**config.mk**
```make
export PLATFORM = sky130hd
export DESIGN_NAME = pipe_ctrl
export DESIGN_NICKNAME = d
export VERILOG_FILES = /design/src/rtl/pipe_ctrl.sv
export SDC_FILE = /design/constraint.sdc
export NUM_CORES = 1
export LEC_CHECK = 0
export CAP_MARGIN = 20
export CORE_ASPECT_RATIO = 1.75
export CORE_MARGIN = 10
export CORE_UTILIZATION = 45
export DETAILED_ROUTE_END_ITERATION = 10
export GPL_TIMING_DRIVEN = 0
export PLACE_DENSITY = 0.86
export SLEW_MARGIN = 40
export SYNTH_ARGS = -nofsm -noshare
export SYNTH_HDL_FRONTEND = slang
export SYNTH_SLANG_ARGS = --single-unit
```
**constraint.sdc**
```tcl
create_clock -name clk -period 2.8 [get_ports clk]
set_input_delay 0.28 -clock clk [delete_from_list [all_inputs] [get_ports clk]]
set_output_delay 0.28 -clock clk [all_outputs]
set_load 0.02 [all_outputs]
```
**src/rtl/pipe_ctrl.sv**
```systemverilog
// ---------------------------------------------------------------------------
// pipe_ctrl -- hazard, forwarding and data-memory wait controller for a
// five-stage in-order pipeline (F, D, E, M, W).
//
// Optional feature macro: PIPE_CTRL_PERF_EN
//   When defined, three 32-bit event counters are added as extra outputs.
//   When undefined, neither those ports nor their logic exist.
//
// Parameters
//   MEM_TIMEOUT      wait-counter value (1..255) at which a MEM_WAIT cycle
//                    that still lacks memReadyM moves the FSM to ERROR
//
// Ports
//   clk, rst                          clock, asynchronous active-high reset
//   rs1/rs2ReadEnable, rs1/rs2ReadAddr  D-stage source operands
//   rdWriteEnableE, rdWriteAddrE      E-stage destination
//   RamReadEnableE                    E-stage instruction is a load
//   rdWriteEnableM/W, rdWriteAddrM/W  M- and W-stage destinations
//   redirectE                         taken branch/jump resolved in E
//   memReqM, memReadyM                M-stage data-memory request/completion
//   stallF/D/E/M                      hold the register after that stage
//   flushF/D/E/M                      bubble the register after that stage
//   fwdRs1Sel, fwdRs2Sel              00 regfile, 01 E, 10 M, 11 W
//   memErr                            sticky data-memory timeout flag
//   memStallCnt, loadUseCnt, redirectCnt  (PIPE_CTRL_PERF_EN only)
//
// Event priority: ERROR > memory wait > redirect > load-use. Only the winner
// drives its stalls/flushes in a given cycle; losers are simply re-evaluated
// on the following cycle from the live inputs.
//
// Timeout timing: the wait counter reads 0 in the first MEM_WAIT cycle and
// counts up by one per MEM_WAIT cycle; the MEM_WAIT cycle in which it reads
// MEM_TIMEOUT with memReadyM still low is the last one before ERROR.
// ---------------------------------------------------------------------------
module pipe_ctrl #(
    parameter int unsigned MEM_TIMEOUT = 255
) (
    input  logic       clk,
    input  logic       rst,
    input  logic       rs1ReadEnable,
    input  logic       rs2ReadEnable,
    input  logic [4:0] rs1ReadAddr,
    input  logic [4:0] rs2ReadAddr,
    input  logic       rdWriteEnableE,
    input  logic [4:0] rdWriteAddrE,
    input  logic       RamReadEnableE,
    input  logic       rdWriteEnableM,
    input  logic [4:0] rdWriteAddrM,
    input  logic       rdWriteEnableW,
    input  logic [4:0] rdWriteAddrW,
    input  logic       redirectE,
    input  logic       memReqM,
    input  logic       memReadyM,
    output logic       stallF,
    output logic       stallD,
    output logic       stallE,
    output logic       stallM,
    output logic       flushF,
    output logic       flushD,
    output logic       flushE,
    output logic       flushM,
    output logic [1:0] fwdRs1Sel,
    output logic [1:0] fwdRs2Sel,
    output logic       memErr
`ifdef PIPE_CTRL_PERF_EN
    ,
    output logic [31:0] memStallCnt,
    output logic [31:0] loadUseCnt,
    output logic [31:0] redirectCnt
`endif
);

    typedef enum logic [1:0] {
        RUN      = 2'd0,
        MEM_WAIT = 2'd1,
        ERROR    = 2'd2
    } state_t;

    localparam logic [7:0] TIMEOUT_CNT = 8'(MEM_TIMEOUT);

    state_t     state_reg;
    state_t     state_next;
    logic [7:0] wait_cnt_reg;
    logic [7:0] wait_cnt_next;
    logic       mem_err_reg;

    // ------------------------------------------------------------------
    // Operand forwarding, one identical slice per source register.
    // ------------------------------------------------------------------
    logic [1:0]      rs_en;
    logic [1:0][4:0] rs_addr;
    logic [1:0][1:0] fwd_sel;
    logic [1:0]      rs_hit_e;

    assign rs_en   = {rs2ReadEnable, rs1ReadEnable};
    assign rs_addr = {rs2ReadAddr, rs1ReadAddr};

    genvar gi;
    generate
        for (gi = 0; gi < 2; gi++) begin : g_fwd
            logic src_live;
            logic hit_m;
            logic hit_w;

            // x0 is hard-wired zero, so it never takes a bypass.
            assign src_live     = rs_en[gi] && (rs_addr[gi] != 5'd0);
            assign rs_hit_e[gi] = src_live && rdWriteEnableE && (rdWriteAddrE == rs_addr[gi]);
            assign hit_m        = src_live && rdWriteEnableM && (rdWriteAddrM == rs_addr[gi]);
            assign hit_w        = src_live && rdWriteEnableW && (rdWriteAddrW == rs_addr[gi]);

            // Youngest producer wins.
            assign fwd_sel[gi] = rst          ? 2'b00 :
                                 rs_hit_e[gi] ? 2'b01 :
                                 hit_m        ? 2'b10 :
                                 hit_w        ? 2'b11 : 2'b00;
        end
    endgenerate

    assign fwdRs1Sel = fwd_sel[0];
    assign fwdRs2Sel = fwd_sel[1];

    // ------------------------------------------------------------------
    // Hazard conditions
    // ------------------------------------------------------------------
    logic load_use;
    logic mem_stall;

    // A hit in E already implies a nonzero, enabled, matching source.
    assign load_use = RamReadEnableE && (|rs_hit_e);

    // Once in MEM_WAIT the request is outstanding, so only ready matters.
    assign mem_stall = ((state_reg == RUN) && memReqM && !memReadyM) ||
                       ((state_reg == MEM_WAIT) && !memReadyM);

    // ------------------------------------------------------------------
    // FSM state register
    // ------------------------------------------------------------------
    always_ff @(posedge clk or posedge rst) begin
        if (rst) begin
            state_reg    <= RUN;
            wait_cnt_reg <= 8'd0;
            mem_err_reg  <= 1'b0;
        end else begin
            state_reg    <= state_next;
            wait_cnt_reg <= wait_cnt_next;
            mem_err_reg  <= mem_err_reg || (state_next == ERROR);
        end
    end

    // ------------------------------------------------------------------
    // FSM next-state and wait counter
    // ------------------------------------------------------------------
    always_comb begin
        state_next    = state_reg;
        wait_cnt_next = wait_cnt_reg;
        case (state_reg)
            RUN: begin
                if (memReqM && !memReadyM) begin
                    state_next    = MEM_WAIT;
                    wait_cnt_next = 8'd0;
                end
            end
            MEM_WAIT: begin
                if (wait_cnt_reg != 8'hFF) begin
                    wait_cnt_next = wait_cnt_reg + 8'd1;
                end
                if (memReadyM) begin
                    state_next = RUN;
                end else if (wait_cnt_reg == TIMEOUT_CNT) begin
                    state_next = ERROR;
                end
            end
            ERROR: begin
                state_next = ERROR;
            end
            default: begin
                state_next = RUN;
            end
        endcase
    end

    // ------------------------------------------------------------------
    // Stall / flush outputs, priority ERROR > mem wait > redirect > load-use
    // ------------------------------------------------------------------
    always_comb begin
        stallF = 1'b0;
        stallD = 1'b0;
        stallE = 1'b0;
        stallM = 1'b0;
        flushF = 1'b0;
        flushD = 1'b0;
        flushE = 1'b0;
        flushM = 1'b0;
        if (!rst) begin
            if (state_reg == ERROR || mem_stall) begin
                // Freeze everything; bubble out of M so W sees no stale op.
                stallF = 1'b1;
                stallD = 1'b1;
                stallE = 1'b1;
                stallM = 1'b1;
                flushM = 1'b1;
            end else if (redirectE) begin
                // A coincident load-use bubble is moot: D is being squashed.
                flushF = 1'b1;
                flushD = 1'b1;
            end else if (load_use) begin
                stallF = 1'b1;
                stallD = 1'b1;
                flushD = 1'b1;
            end
        end
    end

    assign memErr = mem_err_reg;

`ifdef PIPE_CTRL_PERF_EN
    // ------------------------------------------------------------------
    // Event counters: count only the condition that actually won a cycle.
    // ------------------------------------------------------------------
    logic win_mem;
    logic win_redirect;
    logic win_load;

    assign win_mem      = (state_reg != ERROR) && mem_stall;
    assign win_redirect = (state_reg != ERROR) && !mem_stall && redirectE;
    assign win_load     = (state_reg != ERROR) && !mem_stall && !redirectE && load_use;

    logic [31:0] mem_stall_cnt_reg;
    logic [31:0] load_use_cnt_reg;
    logic [31:0] redirect_cnt_reg;

    always_ff @(posedge clk or posedge rst) begin
        if (rst) begin
            mem_stall_cnt_reg <= 32'd0;
            load_use_cnt_reg  <= 32'd0;
            redirect_cnt_reg  <= 32'd0;
        end else begin
            // Natural 32-bit wrap from all-ones back to zero.
            if (win_mem)      mem_stall_cnt_reg <= mem_stall_cnt_reg + 32'd1;
            if (win_load)     load_use_cnt_reg  <= load_use_cnt_reg + 32'd1;
            if (win_redirect) redirect_cnt_reg  <= redirect_cnt_reg + 32'd1;
        end
    end

    assign memStallCnt = mem_stall_cnt_reg;
    assign loadUseCnt  = load_use_cnt_reg;
    assign redirectCnt = redirect_cnt_reg;
`endif

endmodule

```
Word-level counts from Yosys, hierarchy flattened. Cells that the tools add are included.

Bits in registers: 11. Output and inout bits: 13. Logic and storage cells: 73. Input port bits: 36.

Add/subtract/negate cells: 1. Reductions and logical operators: 29. Mux-type cells: 27. Equality and inequality tests: 13.

Operators with widths (number): == test 5 bit (6); two-way mux 2 bit (11); logical AND 1 bit (19); two-way mux 8 bit (2); case mux 8 bit (2 select lines) (1); two-way mux 1 bit (12); nonzero test 5 bit (2); adder 8 x 1 -> 8 bit (second input constant) (1); == test 8 bit (second input constant) (1); inequality test 8 bit (second input constant) (1); case mux 2 bit (3 select lines) (1); == test 2 bit (second input constant) (2); inequality test 2 x 1 -> 1 bit (second input constant) (2); logical OR 1 bit (3); AND reduction 3 bit (1); == test 2 x 1 -> 1 bit (second input constant) (1); logical NOT 2 bit (1); nonzero test 2 bit (1); OR reduction 2 bit (1); logical NOT 1 bit (1).

Depth between registers and ports, before layout. Gate-level depths: netlist of the first run.

Depth in word-level cells: 10. Gate-level depth with buffers: 6.

Worst setup path before layout of the first run. OpenSTA, ideal clock, no wires.

Path kind: input -> output. Start: input rdWriteAddrE[1]. End: output stallF. Required time: 2520 ps. Path slack: 594 ps. Buffers on the path: 1. Arrival time: 1926 ps. Stages: 6. Cell sequence: xor2_1 -> nor4_1 -> and4_4 -> nor2_1 -> o32ai_1 -> buf_4.

Word-level cells in the longest chain between the ends: 8. Elaborated cells on any way between the ends: 10.

Ends and longest elaborated chain: from (decl) (line 45) `input logic [4:0] rdWriteAddrE,`; == test 5 bit (line 107) `assign rs_hit_e[gi] = src_live && rdWriteEnableE && (rdWriteAddrE == rs_addr[gi]);`; logical AND 1 bit (line 107); OR reduction 2 bit * (line 129) `assign load_use = RamReadEnableE && (|rs_hit_e);`; logical AND 1 bit * (line 129); two-way mux 1 bit * (4 in series); to (decl) (line 54) `output logic stallF,`.

Mark *: on every way between the ends. The rest lies on a longest branch, timed or not.

Worst setup path after layout of the first run.
Start: input rs2ReadAddr[2]. End: output fwdRs2Sel[1].

Word-level cells in the longest chain between the ends: 8. Elaborated cells on any way between the ends: 15.

Ends and longest elaborated chain: from (decl) (line 43) `input logic [4:0] rs2ReadAddr,`; nonzero test 5 bit (line 106) `assign src_live = rs_en[gi] && (rs_addr[gi] != 5'd0);`; logical AND 1 bit (line 106); logical AND 1 bit (2 in series) (line 109) `assign hit_w = src_live && rdWriteEnableW && (rdWriteAddrW == rs_addr[gi]);`; two-way mux 2 bit (line 115) `hit_w ? 2'b11 : 2'b00;`; two-way mux 2 bit (line 114) `hit_m ? 2'b10 :`; two-way mux 2 bit * (line 113) `rs_hit_e[gi] ? 2'b01 :`; two-way mux 2 bit * (line 112) `assign fwd_sel[gi] = rst ? 2'b00 :`; to (decl) (line 63) `output logic [1:0] fwdRs2Sel,`.

Marks and branches as above.

==> summary.md, run 1 <==
| Metric | Value |
|---|---|
| Status | finished clean |
| Worst setup EP type | output port |
| Vias per inst | 5.74 |
| Area grow syn2layout | 51.3% |
| Sw Share | 29.9% |
| Die ar. | 0.00483 mm^2 |
| Root Driver | clkbuf_8 |
| Worst VDD drop | 0.000213 V |
| Main combinational cell family by area after synthesis | XOR/XNOR gates |
| TritonCTS Buffers | 3 |
| Seq pwr share | 34.2% |
| Seq cells post-synth | 11 |
| Worst Tran Pin Value | 0.576 ns |
| Initial antenna violation count | 0 |
| Final Setup Violations | 0 |
| Initial DRC Count | 28 |
| Setup slack after layout | 0.0946 ns |
| Core area | 0.00230 mm^2 |
| Combinational share of power | 34.9% |
| Lkg Pwr | 0.661 nW |
| Synth Flop Type | dfrtp_1 |
| Post-place instance area | 0.00157 mm^2 |
| CTS tree | yes |
| Top-count cell post-synth | xnor2_1 |
| N_diodes | 0 |
| Design area | 0.00163 mm^2 |
| Crit Path Class | in -> out |
| Synth Net Count | 166 |
| Register area share after synthesis | 25.5% |
| Row Count | 23 |
| DR top layer | met4 |
| Fin util | 70.9% |
| Synth async-reset ratio | 100% |
| Share of the synthesized area in the top cell type | 25.5% |
| Critical Path Fanout Max | 4 |
| DR DRC count | 0 |
| Post-synthesis mux area share | 0.928% |
| ANT nets after route | 0 |
| Post-synth EDFFs | 0 |
| Share of layout cells above drive strength 1 | 10.1% |
| Worst Hold Slack | 0.483 ns |
| Clock skew | 0.00204 ns |
| Final period utilization | 96.6% |
| Synth Area in Compound Gates | 11.1% |
| Ports | 49 |
| Maximum clock path buffer count | 2 |
| Sw Pwr | 155 uW |
| Sink Count | 11 |
| Clock network power share | 30.9% |
| Pre-CTS setup slack | -0.324 ns |
| Die Y | 84.8 um |
| CP startpoint kind | input port |
| Max reg flops | 8 |
| Clock latency on the worst-skew pair | 0.24 ns |
| Max-capacitance violation count | 0 |
| Fin. max-slew vios | 0 |
| Global-route wire length before repair | 5730 um |
| Fill count | 185 |
| Fin cells | 204 |
| # H-tree levels | 1 |
| Post-synth top area cell | dfrtp_1 |
| Power Density | 317 mW/mm^2 |
| Nets@finish | 217 |
| Die Span X | 57.0 um |
| Syn Area/Cell | 8.36 um^2 |
| RSZ-0062 raised after global routing | false |
| Vias | 1171 |
| Metal1 wirelength | 1130 um |
| Drt total wl | 3500 um |
| Post-Synthesis Cells | 129 |
| Post-synthesis simple-gate area fraction | 27.6% |
| Synth top cells by count | xnor2_1 (18), xor2_1 (17), nor2_1 (12) |
| Dpl cells | 200 |
| Design Power | 517 uW |
| Cts hold-fix bufs | 0 |
| Drt pass-1 iters | 4 |
| Total Routing Usage GR | 14.4% |
| Synth warn | 0 |
| CP required | 2.52 ns |
| DP Wirelength | 3050 um |
| Final worst path period need | 2.71 ns |
| Synth Area in XOR/XNOR | 28.4% |
| Largest net degree at the start of global routing | 14 |
| Fin. Hold Viols | 0 |
| Number of global-route vias before repair | 1333 |
| RD Place Congestion | 0.895 |
| Reg clk slew, reported paths | 0.05 ns |
| Hold Crit Class | reg -> reg |
| Distinct cells, synth | 39 |
| Sum Neg Setup Slack | 0 ns |
| Cell-internal power | 362 uW |
| Critical path arrival | 2.43 ns |
| Top post-synthesis cells by area | dfrtp_1 (26%), xnor2_1 (15%), xor2_1 (14%), nor2_1 (4.2%), nand3_1 (3.7%) |
| Metal3 WL | 299 um |
| Wire per inst | 17.2 um |
| Adder-cell area share of the yosys netlist | 1.16% |
| Cell Area, Synth | 0.00108 mm^2 |
| Gr ovfl total | 0 |
| Port buffer count | 46 |
| Met2 wire length | 1820 um |
| Initial Utilization | 46.8% |
| Peak Freq | 0.370 GHz |
| Rel. slew slack | 61.4% |
## path summary, 6_finish.rpt
| path | to | startpoint | cells after the start | slack (ns) |
|---|---|---|---|---|
| worst max-delay path | fwdRs2Sel[1] | rs2ReadAddr[2] | 7 | 0.09 |
| worst min-delay path | memErr | memErr | 1 | 0.48 |
| worst max register to register | wait_cnt_reg[7] | wait_cnt_reg[0] | 6 | 1.05 |
| worst min register to register | memErr | memErr | 1 | 0.48 |
| max in group asynchronous | wait_cnt_reg[0] | rst | 2 | 1.92 |
| min in group asynchronous | state_reg[1] | rst | 2 | 0.56 |
## per-layer routing
layer  global-route usage (%)  up-vias
met2                     26.4       63
met5                        0        -
met4                     10.9        0
met3                     5.58       20
li1                         -      551
met1                     11.7      537
## what timing repair did
action                     in CTS  in global routing
setup endpoints to repair       6                  3
setup buffers                   0                  0
gates resized for setup         8                  4
## final cells by class
class,count,area [um^2],share of cell area [%]
plain buffers,5,33.8,2.07
clock buffers,4,45.0,2.76
inverters,5,18.8,1.15
multi-input cells,108,776,47.5
flip-flops and latches,11,275,16.9
well taps,25,31.3,1.92
repair buffers,46,452,27.7
## power groups by stage
stage / Combinational [mW] / Clock (mW) / Sequential (mW)
floorplan: 0.0850 / 0 / 0.177
global placement: 0.173 / 0 / 0.178
detailed placement: 0.179 / 0 / 0.179
CTS: 0.179 / 0.162 / 0.177
global route: 0.196 / 0.171 / 0.179
finish: 0.181 / 0.160 / 0.177
## cells by family after synthesis
logic type | Yosys count
AND/OR/NAND/NOR | 55
other | 1
AO/OA/AOI/OAI | 15
adder cells (fa/ha/maj) | 1
flip-flops | 11
XOR/XNOR | 35
multiplexers | 1
buffers and inverters | 10
## worst max-delay path, cell delays in order
cell             delay [ns]
clkdlybuf4s50_1        0.54
or4_1                  0.57
o21ai_2                0.25
nand4b_1               0.22
o31a_1                 0.16
nor3_1                 0.06
dlygate4sd2_1          0.34
## layout by cell type, fill, tap and decap left out, types with 2 or more instances in the layout
| master | netlist | final |
|---|---|---|
| and4_1 | 2 | 2 |
| buf_4 | 4 | 4 |
| clkbuf_1 | 1 | 2 |
| clkbuf_8 | 0 | 3 |
| clkdlybuf4s50_1 | 0 | 39 |
| dfrtp_1 | 11 | 11 |
| dlygate4sd2_1 | 0 | 5 |
| inv_1 | 5 | 5 |
| nand2_1 | 8 | 8 |
| nand3_1 | 8 | 8 |
| nand4_1 | 4 | 4 |
| nor2_1 | 12 | 12 |
| nor3_1 | 8 | 7 |
| nor4_1 | 3 | 2 |
| o21ai_0 | 2 | 2 |
| xnor2_1 | 18 | 18 |
| xor2_1 | 17 | 17 |
(Power assumes the default switching activity.)
==> inputs of run 2 (changes only) <==
--- a/config.mk
+++ b/config.mk
@@ -5,7 +5,6 @@
 export SDC_FILE = /design/constraint.sdc
 export NUM_CORES = 1
 export LEC_CHECK = 0
-export CAP_MARGIN = 20
 export CORE_ASPECT_RATIO = 1.75
 export CORE_MARGIN = 10
 export CORE_UTILIZATION = 45
==> results of run 2 <==
No change in the layout: final DEF, timing and power equal those of run 1.
